## config.mk

```make
export PLATFORM = sky130hd
export DESIGN_NAME = alu_arbiter
export DESIGN_NICKNAME = d
export VERILOG_FILES = /design/src/rtl/alu_arbiter.sv
export SDC_FILE = /design/constraint.sdc
export NUM_CORES = 1
export LEC_CHECK = 0
export BUFFER_PORTS_ARGS = -buffer_cell sky130_fd_sc_hd__buf_2
export CAP_MARGIN = 10
export CORE_ASPECT_RATIO = 0.5
export CORE_UTILIZATION = 35
export CTS_CLUSTER_DIAMETER = 80
export CTS_CLUSTER_SIZE = 30
export DETAILED_ROUTE_END_ITERATION = 8
export GPL_ROUTABILITY_DRIVEN = 1
export HOLD_SLACK_MARGIN = 0.1
export PLACE_DENSITY = 0.68
export SYNTH_ARGS = -nofsm -noshare
export SYNTH_HDL_FRONTEND = slang
export SYNTH_SLANG_ARGS = --single-unit
```

## constraint.sdc

```tcl
create_clock -name clk_i -period 1.2 [get_ports clk_i]
set_clock_uncertainty 0.2 [all_clocks]
set_input_delay 0.24 -clock clk_i [delete_from_list [all_inputs] [get_ports clk_i]]
set_output_delay 0.24 -clock clk_i [all_outputs]
set_load 0.03 [all_outputs]
```

## src/rtl/alu_arbiter.sv

```systemverilog
// rtl/alu_arbiter.sv - round-robin two-requester front end for the shared 8-bit ALU (option: ALU_ARBITER_DIVZERO_CHK_EN)
module alu_arbiter #(
    parameter int DW = 8,
    parameter int FW = 4
) (
    input  logic          clk_i,
    input  logic          rst_n_i,
    input  logic          req0_valid_i,
    output logic          req0_ready_o,
    input  logic [FW-1:0] req0_fun_i,
    input  logic [DW-1:0] req0_a_i,
    input  logic [DW-1:0] req0_b_i,
    input  logic          req1_valid_i,
    output logic          req1_ready_o,
    input  logic [FW-1:0] req1_fun_i,
    input  logic [DW-1:0] req1_a_i,
    input  logic [DW-1:0] req1_b_i,
    output logic [DW-1:0] alu_a_o,
    output logic [DW-1:0] alu_b_o,
    output logic [FW-1:0] alu_fun_o,
    input  logic [DW-1:0] alu_out_i,
    input  logic [3:0]    alu_flags_i,
    output logic          rsp_valid_o,
    input  logic          rsp_ready_i,
    output logic          rsp_id_o,
    output logic [DW-1:0] rsp_data_o,
    output logic [3:0]    rsp_flags_o,
    output logic          rsp_err_o
);

    // Function code the ALU treats as "do nothing, output 0"; used as the idle value.
    localparam logic [FW-1:0] FUN_IDLE = '1;

    typedef enum logic [1:0] {
        IDLE = 2'd0,
        EXEC = 2'd1,
        RESP = 2'd2
    } state_t;

    state_t        state_q, state_d;
    logic          ptr_q, ptr_d;
    logic [DW-1:0] alu_a_q, alu_a_d;
    logic [DW-1:0] alu_b_q, alu_b_d;
    logic [FW-1:0] alu_fun_q, alu_fun_d;
    logic          rsp_id_q, rsp_id_d;
    logic [DW-1:0] rsp_data_q, rsp_data_d;
    logic [3:0]    rsp_flags_q, rsp_flags_d;
    logic          grant;
    logic          any_req;

`ifdef ALU_ARBITER_DIVZERO_CHK_EN
    localparam logic [FW-1:0] FUN_DIV = FW'(3);
    logic rsp_err_q, rsp_err_d;
    logic div_zero;
    assign div_zero  = (alu_fun_q == FUN_DIV) && (alu_b_q == '0);
    assign rsp_err_o = rsp_err_q;
`else
    assign rsp_err_o = 1'b0;
`endif

    // Round-robin pick: a lone requester wins outright, a tie goes to ptr.
    always_comb begin
        any_req = req0_valid_i | req1_valid_i;
        grant   = 1'b0;
        if (req0_valid_i && req1_valid_i) begin
            grant = ptr_q;
        end else if (req1_valid_i) begin
            grant = 1'b1;
        end
        req0_ready_o = (state_q == IDLE) && any_req && (grant == 1'b0);
        req1_ready_o = (state_q == IDLE) && any_req && (grant == 1'b1);
    end

    // Next-state and register updates for accept, capture and response hand-off.
    always_comb begin
        state_d     = state_q;
        ptr_d       = ptr_q;
        alu_a_d     = alu_a_q;
        alu_b_d     = alu_b_q;
        alu_fun_d   = alu_fun_q;
        rsp_id_d    = rsp_id_q;
        rsp_data_d  = rsp_data_q;
        rsp_flags_d = rsp_flags_q;
`ifdef ALU_ARBITER_DIVZERO_CHK_EN
        rsp_err_d   = rsp_err_q;
`endif
        case (state_q)
            IDLE: begin
                if (any_req) begin
                    rsp_id_d  = grant;
                    alu_fun_d = grant ? req1_fun_i : req0_fun_i;
                    alu_a_d   = grant ? req1_a_i   : req0_a_i;
                    alu_b_d   = grant ? req1_b_i   : req0_b_i;
                    state_d   = EXEC;
                end
            end
            EXEC: begin
`ifdef ALU_ARBITER_DIVZERO_CHK_EN
                if (div_zero) begin
                    rsp_data_d  = '1;
                    rsp_flags_d = 4'b0000;
                    rsp_err_d   = 1'b1;
                end else begin
                    rsp_data_d  = alu_out_i;
                    rsp_flags_d = alu_flags_i;
                    rsp_err_d   = 1'b0;
                end
`else
                rsp_data_d  = alu_out_i;
                rsp_flags_d = alu_flags_i;
`endif
                state_d = RESP;
            end
            RESP: begin
                if (rsp_ready_i) begin
                    ptr_d   = ~rsp_id_q;
                    state_d = IDLE;
                end
            end
            default: state_d = IDLE;
        endcase
    end

    // State and datapath registers; reset abandons any in-flight operation.
    always_ff @(posedge clk_i or negedge rst_n_i) begin
        if (!rst_n_i) begin
            state_q     <= IDLE;
            ptr_q       <= 1'b0;
            alu_a_q     <= '0;
            alu_b_q     <= '0;
            alu_fun_q   <= FUN_IDLE;
            rsp_id_q    <= 1'b0;
            rsp_data_q  <= '0;
            rsp_flags_q <= 4'b0000;
        end else begin
            state_q     <= state_d;
            ptr_q       <= ptr_d;
            alu_a_q     <= alu_a_d;
            alu_b_q     <= alu_b_d;
            alu_fun_q   <= alu_fun_d;
            rsp_id_q    <= rsp_id_d;
            rsp_data_q  <= rsp_data_d;
            rsp_flags_q <= rsp_flags_d;
        end
    end

`ifdef ALU_ARBITER_DIVZERO_CHK_EN
    // Divide-by-zero error flag, captured alongside the result.
    always_ff @(posedge clk_i or negedge rst_n_i) begin
        if (!rst_n_i) begin
            rsp_err_q <= 1'b0;
        end else begin
            rsp_err_q <= rsp_err_d;
        end
    end
`endif

    assign rsp_valid_o = (state_q == RESP);
    assign rsp_id_o    = rsp_id_q;
    assign rsp_data_o  = rsp_data_q;
    assign rsp_flags_o = rsp_flags_q;
    assign alu_a_o     = alu_a_q;
    assign alu_b_o     = alu_b_q;
    assign alu_fun_o   = alu_fun_q;

endmodule

```

Word level (Yosys, flattened, before mapping)

Index checks and enable logic that the tools add are counted.

Bits in registers: 36
Input port bits: 57
Output and inout port bits: 37
Word-level logic and storage cells: 31

Equal/unequal tests: 4
Multiplexer cells: 8
Bitwise gates (word level): 3
Reductions and logical operators: 8

Operator list:

| cell                                                | number |
|---|---|
| 2-to-1 mux 8 bit                                    | 2 |
| case mux 2 bit (3 select lines)                     | 1 |
| AND reduction 2 bit                                 | 3 |
| logical AND 1 bit                                   | 4 |
| 2-to-1 mux 2 bit                                    | 2 |
| 2-to-1 mux 4 bit                                    | 1 |
| equality test 2 x 1 -> 1 bit, second input constant | 1 |
| equality test 2 bit, second input constant          | 1 |
| zero test 2 bit                                     | 1 |
| 2-to-1 mux 1 bit                                    | 2 |
| != test 2 x 1 -> 1 bit, second input constant       | 1 |
| != test 2 bit, second input constant                | 1 |
| NOT 1 bit                                           | 2 |
| OR 1 bit                                            | 1 |

Logic depth before layout (Yosys ltp)

Gate-level depths: netlist (run 1).

Depth in word-level cells: 4
Mapped depth: 5
Depth with buffers taken out: 4

Least setup slack after synthesis (run 1)

OpenSTA, ideal clock, no wires.

Path type: flip-flop to output port
From: register ptr_q
To: output port req0_ready_o
Arrival time: 1.216 ns
Required time: 0.760 ns
Slack: -0.456 ns
Stages on the path, launching flop included: 4
Cells stage by stage: dfrtp_1 > nand2b_1 > buf_2 > a21oi_1

Cells in the longest elaborated chain, start to end: 3

RTL lines:

| item                   | RTL line | source |
|---|---|---|
| from (decl)            | 41       | `logic ptr_q, ptr_d;` |
| from (signal assigned) | 137      | `ptr_q <= ptr_d;` |
| 2-to-1 mux 1 bit       | 65       | `if (req0_valid_i && req1_valid_i) begin` |
| NOT 1 bit              | 70       | `req0_ready_o = (state_q == IDLE) && any_req && (grant == 1'b0);` |
| logical AND 1 bit      | 70       |  |
| to (decl)              | 9        | `output logic req0_ready_o,` |

Every way passes these cells.

Final worst setup path (run 1)

From: register state_q[1]
To: output port req0_ready_o

Cells in the longest elaborated chain, start to end: 3

RTL lines:

| item                            | RTL line | source |
|---|---|---|
| from (decl)                     | 40       | `state_t state_q, state_d;` |
| from (signal assigned)          | 136      | `state_q <= state_d;` |
| zero test 2 bit                 | 70       |  |
| logical AND 1 bit (2 in series) | 70       |  |

Every way passes these cells.

==> Flow_metrics.wiki, run 1 <==
{| class="wikitable"
! Metric !! Value
|-
| Part of the cycle the worst path needs || 142.6%
|-
| Max-cap viol count || 0
|-
| Number of cells on the worst reg-to-reg path || 7
|-
| Final std cells w/o fill || 400
|-
| Setup repair after global routing missed its margin || yes
|-
| TritonCTS Buffers || 5
|-
| Die H || 51.54 µm
|-
| Max Clk Rate || 584.3 MHz
|-
| Portion of netlist area occupied by mux cells || 7.866%
|-
| Number of global-route vias before repair || 2125
|-
| Leakage power figure || 1.575 nW
|-
| Power per unit of standard cell area || 2669 nW/µm²
|-
| CTS sink cnt || 36
|-
| Net total in the final layout || 390
|-
| Area of the core || 4552 µm²
|-
| Half-perimeter wire length after placement || 3294 µm
|-
| Multi-input logic area || 797.0 µm²
|-
| Clock transition time at the flip-flop clock pins of the worst setup and hold paths || 0.08 ns
|-
| Final critical-path required period || 1.711 ns
|-
| Endpoint of the most critical register-to-register path || alu_b_o[3]
|-
| Clock tree from TritonCTS || done
|-
| Initial antenna violation count || 0
|-
| Placement row count || 17
|-
| Dominant cells by area after synthesis || sky130_fd_sc_hd__dfrtp_1 (47%), sky130_fd_sc_hd__a31oi_2 (6.6%), sky130_fd_sc_hd__mux2_2 (6.6%), sky130_fd_sc_hd__a21oi_1 (6.1%), sky130_fd_sc_hd__dfstp_2 (6.1%)
|-
| Starting utilization of the core area || 37.74%
|-
| Hold slack final || 0.2437 ns
|-
| Fraction of post-synthesis cell area in the top cell type by area || 46.61%
|-
| Worst setup slack for register-to-register paths || -0.46 ns
|-
| Via count || 2110
|-
| Clock root cell || sky130_fd_sc_hd__clkbuf_8
|-
| Setup violators final || 72
|-
| Data required time at the worst endpoint || 0.76 ns
|-
| Fin worst setup slack || -0.5115 ns
|-
| Die span in x || 101.1 µm
|-
| Initial DRC count || 167
|-
| Violated checks || setup timing
|-
| Maximum level of the CTS H-tree || 2
|-
| Top-Level Pins || 94
|-
| RD Place Congestion || 0.7320
|-
| Compound-Gate Fraction of Synth Area || 23.53%
|-
| Status || finished, violations left
|-
| Reg2reg start || state_q[1]
|-
| Core occupancy in the finished layout || 75.32%
|-
| Commonest cells in the netlist || sky130_fd_sc_hd__dfrtp_1 (32), sky130_fd_sc_hd__a21oi_1 (21), sky130_fd_sc_hd__nand3_1 (20)
|-
| Kind of start point of the critical path || flop
|-
| Global-route congestion overflow total || 0
|-
| Main flop type after synthesis || sky130_fd_sc_hd__dfrtp_1
|-
| CP Data Arrival Time || 1.27 ns
|-
| Synthesized-area fraction occupied by xor and xnor cells || 0%
|-
| Remaining antenna violation count || 0
|-
| Cell count after placement || 320
|-
| Area occupied by registers || 905.9 µm²
|-
| Yosys reg bits || 36
|-
| Post-Synthesis Net Count || 219
|-
| Global-route wire length before repair || 10080 µm
|-
| Maximum net fanout on the critical path || 3
|-
| Fill cells || 321
|-
| Max-slew violation count || 0
|-
| Cell area after synthesis || 1718 µm²
|-
| Synth area leader || sky130_fd_sc_hd__dfrtp_1
|-
| Number of buffers on the longest clock path || 2
|-
| Post-Synth Simple-Gate Area || 9.687%
|-
| Fraction of layout instances using a drive strength above 1 || 50.90%
|-
| Number of antenna cells inserted || 0
|-
| Number of distinct library cells after synthesis || 27
|-
| Router iterations before antenna repair || 6
|-
| Count of warnings emitted by yosys || 0
|-
| Maximum vdd drop || 0.001411 V
|-
| Proportion of register bits with asynchronous set or reset after synthesis || 100.0%
|-
| Remaining DRCs || 0
|-
| Cell with the most instances after synthesis || sky130_fd_sc_hd__dfrtp_1
|-
| Post-synthesis instance total || 162
|-
| Post-synthesis sequential area ratio || 52.73%
|-
| Critical path class || flop to primary output
|-
| Average vias per placed instance || 5.275
|-
| Dominant combinational cell family by area after synthesis || compound AO/OA/AOI/OAI gates
|-
| Growth of design area from synthesis to finish || 99.56%
|-
| Total Routed Length || 7160 µm
|-
| Worst min path class || input port to async pin
|-
| All-Layer GR Usage || 25.80%
|-
| Skew-Pair Late Insertion Delay || 0.29 ns
|-
| Number of enable-type register cells in the synthesized netlist || 0
|-
| Maximum number of pins on one net before global-route repair || 37
|-
| Adder-cell share of the synthesized area || 0%
|-
| WL/cell || 17.90 µm
|-
| Area enclosed by the die boundary || 5210 µm²
|-
| Final hold violations || 0
|-
| Type of element capturing the critical path || primary output
|-
| Count of buffers from port buffering || 92
|-
| Mapped Avg Cell Area || 10.60 µm²
|}
[area by class of cell]
type,count,area share (%)
multi-input cells,108,23.25
clock buffers,8,2.920
well taps,66,2.409
flip-flops and latches,36,26.42
inverters,3,0.3650
repair buffers,179,44.64
[critical path, stage by stage, from the launching register on]
cell and delay, ns:
sky130_fd_sc_hd__dfrtp_1 0.43, sky130_fd_sc_hd__nor2_4 0.19, sky130_fd_sc_hd__nand2_4 0.09, sky130_fd_sc_hd__a21oi_4 0.12
sky130_fd_sc_hd__buf_6 0.14
[routing by layer]
layer	routed length [µm]	up-vias	GRT usage, %	share of wire, %
met4	320	0	10.39	4.5
li1	-	929	-	-
met3	519	42	5.511	7.2
met2	3507	136	46.71	49
met5	0	-	0	0
met1	2811	1003	30.41	39
[where the power goes]
part | leakage, nW | internal, mW | total (mW) | switching [mW]
combinational | 1.11 | 2.81 | 5.76 | 2.95
sequential | 0.410 | 1.89 | 2.43 | 0.531
clock | 0.0515 | 0.524 | 0.969 | 0.445
[through the flow]
stage	setup TNS, ns	setup WS (ns)	power [mW]	cell area (µm²)
2_1_floorplan	-2.118	-0.1137	5.044	1763
3_3_place_gp	-7.857	-0.2711	6.018	2336
3_5_place_dp	-9.182	-0.3377	6.137	2336
4_1_cts	-12.49	-0.4471	8.352	3287
5_1_grt	-18.54	-0.5468	9.541	3428
6_report	-16.78	-0.5115	9.152	3428
[placed cells by master, fill, tap and decap left out]
master                           n
sky130_fd_sc_hd__dfrtp_1        32
sky130_fd_sc_hd__inv_1           1
sky130_fd_sc_hd__buf_6          39
sky130_fd_sc_hd__nand2_1         1
sky130_fd_sc_hd__o21ai_2         1
sky130_fd_sc_hd__inv_2           1
sky130_fd_sc_hd__nor2_4          1
sky130_fd_sc_hd__clkbuf_16       1
sky130_fd_sc_hd__buf_12          1
sky130_fd_sc_hd__a21oi_2         1
sky130_fd_sc_hd__nand2b_4        4
sky130_fd_sc_hd__a21o_1          1
sky130_fd_sc_hd__o21ai_1         3
sky130_fd_sc_hd__nand2_4         1
sky130_fd_sc_hd__nand3_1        20
sky130_fd_sc_hd__buf_2          56
sky130_fd_sc_hd__a31oi_2         9
sky130_fd_sc_hd__buf_8           2
sky130_fd_sc_hd__conb_1          1
sky130_fd_sc_hd__dlygate4sd3_1  54
sky130_fd_sc_hd__clkbuf_8        7
sky130_fd_sc_hd__dfstp_2         4
sky130_fd_sc_hd__nor2b_4         1
sky130_fd_sc_hd__a31oi_1        11
sky130_fd_sc_hd__and3_4          1
sky130_fd_sc_hd__clkinv_2        1
sky130_fd_sc_hd__or2_1           1
sky130_fd_sc_hd__o21ai_0        18
sky130_fd_sc_hd__mux2_2          8
sky130_fd_sc_hd__a21oi_1        19
sky130_fd_sc_hd__a21oi_4         1
sky130_fd_sc_hd__clkbuf_1        1
sky130_fd_sc_hd__mux2_4          4
sky130_fd_sc_hd__nand3b_1        1
sky130_fd_sc_hd__buf_4          26
[repair_timing]
| action | in CTS | in global routing |
|---|---|---|
| gates resized for setup | 78 | 16 |
| endpoints found under the hold margin | 70 | 0 |
| buffers inserted | 8 | 7 |
| hold buffers | 54 | 0 |
| pin swaps | 2 | 2 |
| setup endpoints to repair | 71 | 72 |
| cloned | 0 | 3 |
[cell families after synthesis]
kind of cell           Yosys count
AOI/OAI and AO/OA               64
buffers and inverters           19
DFF                             36
muxes                           12
other                            1
and+or+nand+nor                 30
[how the worst max path moves through the flow]
stage | cells after the start | to | slack [ns] | start
2_1_floorplan | 3 | req0_ready_o | -0.11 | ptr_q
3_3_place_gp | 4 | alu_a_o[3] | -0.27 | state_q[1]
3_5_place_dp | 4 | alu_b_o[6] | -0.34 | state_q[1]
4_1_cts | 4 | rsp_valid_o | -0.45 | state_q[0]
5_1_grt | 4 | rsp_valid_o | -0.55 | state_q[0]
6_report | 4 | req0_ready_o | -0.51 | state_q[1]
[state kept, by name (all words and copies together) (netlist names)]
register	flops
rsp_flags_o	4
alu_a_o	8
rsp_data_o	8
rsp_id_o	1
alu_fun_o	4
ptr_q	1
state_q	2
alu_b_o	8
Note: power is estimated with default switching activity, not from simulation.
==> inputs of run 2 (changes only) <==
--- a/config.mk
+++ b/config.mk
@@ -15,6 +15,7 @@
 export GPL_ROUTABILITY_DRIVEN = 1
 export HOLD_SLACK_MARGIN = 0.1
 export PLACE_DENSITY = 0.68
+export SKIP_LAST_GASP = 1
 export SYNTH_ARGS = -nofsm -noshare
 export SYNTH_HDL_FRONTEND = slang
 export SYNTH_SLANG_ARGS = --single-unit
==> run 2 against run 1 <==
Critical path depth unchanged. Fmax increased by 0.70%. Global-route usage increased by 0.27 points. Die area unchanged. Clock-buffer cell count unchanged. Critical endpoint is now rsp_valid_o. Non-clock buffer count increased by 2. The run still ends with setup timing left. Highest routed layer unchanged. Combinational power decreased by 0.7%. Sequential power about the same.
==> Flow_metrics.wiki, run 2 (synthesis gave the netlist of run 1 again) <==
{| class="wikitable"
! Metric !! Value
|-
| Status || finished, violations left
|-
| Violated checks || setup timing
|-
| Max-cap viol count || 0 (unchanged)
|-
| RD Place Congestion || 0.7320 (unchanged)
|-
| Global-route wire length before repair || 10170 µm (+0.89%)
|-
| Area of the core || 4552 µm² (unchanged)
|-
| Kind of start point of the critical path || flop
|-
| Net total in the final layout || 392 (+0.51%)
|-
| Commonest cells after routing, fill and taps aside || sky130_fd_sc_hd__buf_2 (56), sky130_fd_sc_hd__dlygate4sd3_1 (54), sky130_fd_sc_hd__buf_6 (39)
|-
| Final total negative setup slack || -14.55 ns (+2.235 ns)
|-
| Leakage power figure || 1.588 nW (+0.82%)
|-
| Hold slack final || 0.2520 ns (+0.008344 ns)
|-
| Growth of design area from synthesis to finish || 99.71% (about the same)
|-
| Initial antenna violation count || 0 (unchanged)
|-
| All-Layer GR Usage || 26.07% (+0.27 points)
|-
| Remaining antenna violation count || 0 (unchanged)
|-
| Maximum net fanout on the critical path || 4 (+1)
|-
| Maximum level of the CTS H-tree || 2 (unchanged)
|-
| Average vias per placed instance || 5.211 (-1.2%)
|-
| Max Clk Rate || 588.4 MHz (+0.70%)
|-
| Area enclosed by the die boundary || 5210 µm² (unchanged)
|-
| Number of buffers on the longest clock path || 2 (unchanged)
|-
| Half-perimeter wire length after placement || 3294 µm (unchanged)
|-
| Global-route congestion overflow total || 0 (unchanged)
|-
| Final critical-path required period || 1.700 ns (-0.01188 ns)
|-
| Type of element capturing the critical path || primary output
|-
| Total Routed Length || 7120 µm (-0.56%)
|-
| Router iterations before antenna repair || 4 (-2)
|-
| Most common cell after layout, fill and taps aside || sky130_fd_sc_hd__buf_2
|-
| Final hold violations || 0 (unchanged)
|-
| Number of antenna cells inserted || 0 (unchanged)
|-
| Number of global-route vias before repair || 2136 (+0.52%)
|-
| Maximum vdd drop || 0.001368 V (-3.1%)
|-
| Worst min path class || input port to async pin
|-
| Max-slew violation count || 0 (unchanged)
|-
| Die H || 51.54 µm (unchanged)
|-
| Startpoint of the most critical setup path || state_q[0]
|-
| Initial DRC count || 119 (-29%)
|-
| Fin worst setup slack || -0.4996 ns (+0.01188 ns)
|-
| Skew-Pair Late Insertion Delay || 0.29 ns (about the same)
|-
| Reg2reg start || state_q[1]
|-
| Count of buffers from port buffering || 92 (unchanged)
|-
| Die span in x || 101.1 µm (unchanged)
|-
| Setup repair after global routing missed its margin || yes
|-
| Maximum number of pins on one net before global-route repair || 37 (unchanged)
|-
| Critical path class || flop to primary output
|-
| Remaining DRCs || 0 (unchanged)
|-
| TritonCTS Buffers || 5 (unchanged)
|-
| Starting utilization of the core area || 37.74% (unchanged)
|-
| Via count || 2095 (-0.71%)
|-
| Clock root cell || sky130_fd_sc_hd__clkbuf_8
|-
| Fraction of layout instances using a drive strength above 1 || 50.30% (-0.60 points)
|-
| Part of the cycle the worst path needs || 141.6% (-0.99 points)
|-
| Top-Level Pins || 94 (unchanged)
|-
| Clock transition time at the flip-flop clock pins of the worst setup and hold paths || 0.08 ns (about the same)
|-
| Setup violators final || 72 (unchanged)
|-
| CP Data Arrival Time || 1.26 ns (about the same)
|-
| WL/cell || 17.71 µm (-1.1%)
|-
| CTS sink cnt || 36 (unchanged)
|-
| Data required time at the worst endpoint || 0.76 ns (about the same)
|-
| Clock tree from TritonCTS || done
|-
| Power per unit of standard cell area || 2656 nW/µm² (-0.52%)
|-
| Placement row count || 17 (unchanged)
|}
-- run 2: power breakdown --
group / internal [mW] / total (mW) / switching [mW]
combinational: 2.80 / 5.72 / 2.92
clock: 0.524 / 0.959 / 0.435
sequential: 1.90 / 2.43 / 0.532
-- run 2: worst paths after layout --
check	cells past startpoint	to	slack (ns)
worst min register to register	1	rsp_data_o[3]	0.33
worst min-delay path	3	alu_a_o[1]	0.25
max in group asynchronous	3	alu_fun_o[1]	0.29
worst max register to register	4	rsp_flags_o[1]	-0.42
worst max-delay path	4	rsp_valid_o	-0.50
min in group clk_i	4	rsp_id_o	0.33
-- run 2: stage by stage --
step	total power [mW]	util [%]	std cells	area (µm²)	worst slack (ns)
2_1_floorplan	5.044	-	162	1763	-0.1137
5_1_grt	9.480	75.37	402	3431	-0.5225
3_5_place_dp	6.137	51.32	320	2336	-0.3377
3_3_place_gp	6.018	51.32	320	2336	-0.2711
6_report	9.111	75.37	402	3431	-0.4996
4_1_cts	8.340	72.13	390	3283	-0.4471
-- run 2: metal layers --
layer | wire [µm] | global-route usage, %
met5 | 0 | 0
met2 | 3639 | 47.96
met1 | 2812 | 29.04
met4 | 227 | 12.32
met3 | 440 | 6.317
-- run 2: final cells by class --
cell class / instances / area, µm²
timing repair buffer: 181 / 1538
inverter: 3 / 12.51
sequential: 36 / 905.9
multi-input combinational: 108 / 792.0
fill: 322 / 1121
tap: 66 / 82.58
clock buffer: 8 / 100.1
-- run 2: critical path, stage by stage, from the launching register on --
cell and delay, ns:
sky130_fd_sc_hd__dfrtp_1 0.45, sky130_fd_sc_hd__buf_6 0.17, sky130_fd_sc_hd__nand2b_4 0.14, sky130_fd_sc_hd__inv_1 0.08
sky130_fd_sc_hd__buf_6 0.13
-- run 2: what timing repair did --
| item | CTS | global route |
|---|---|---|
| endpoints found under the hold margin | 70 | 0 |
| pin swaps | 2 | 2 |
| gates cloned | 0 | 3 |
| hold buffers | 54 | 0 |
| buffers inserted | 8 | 10 |
| gates resized for setup | 77 | 12 |
| setup endpoints to repair | 71 | 72 |
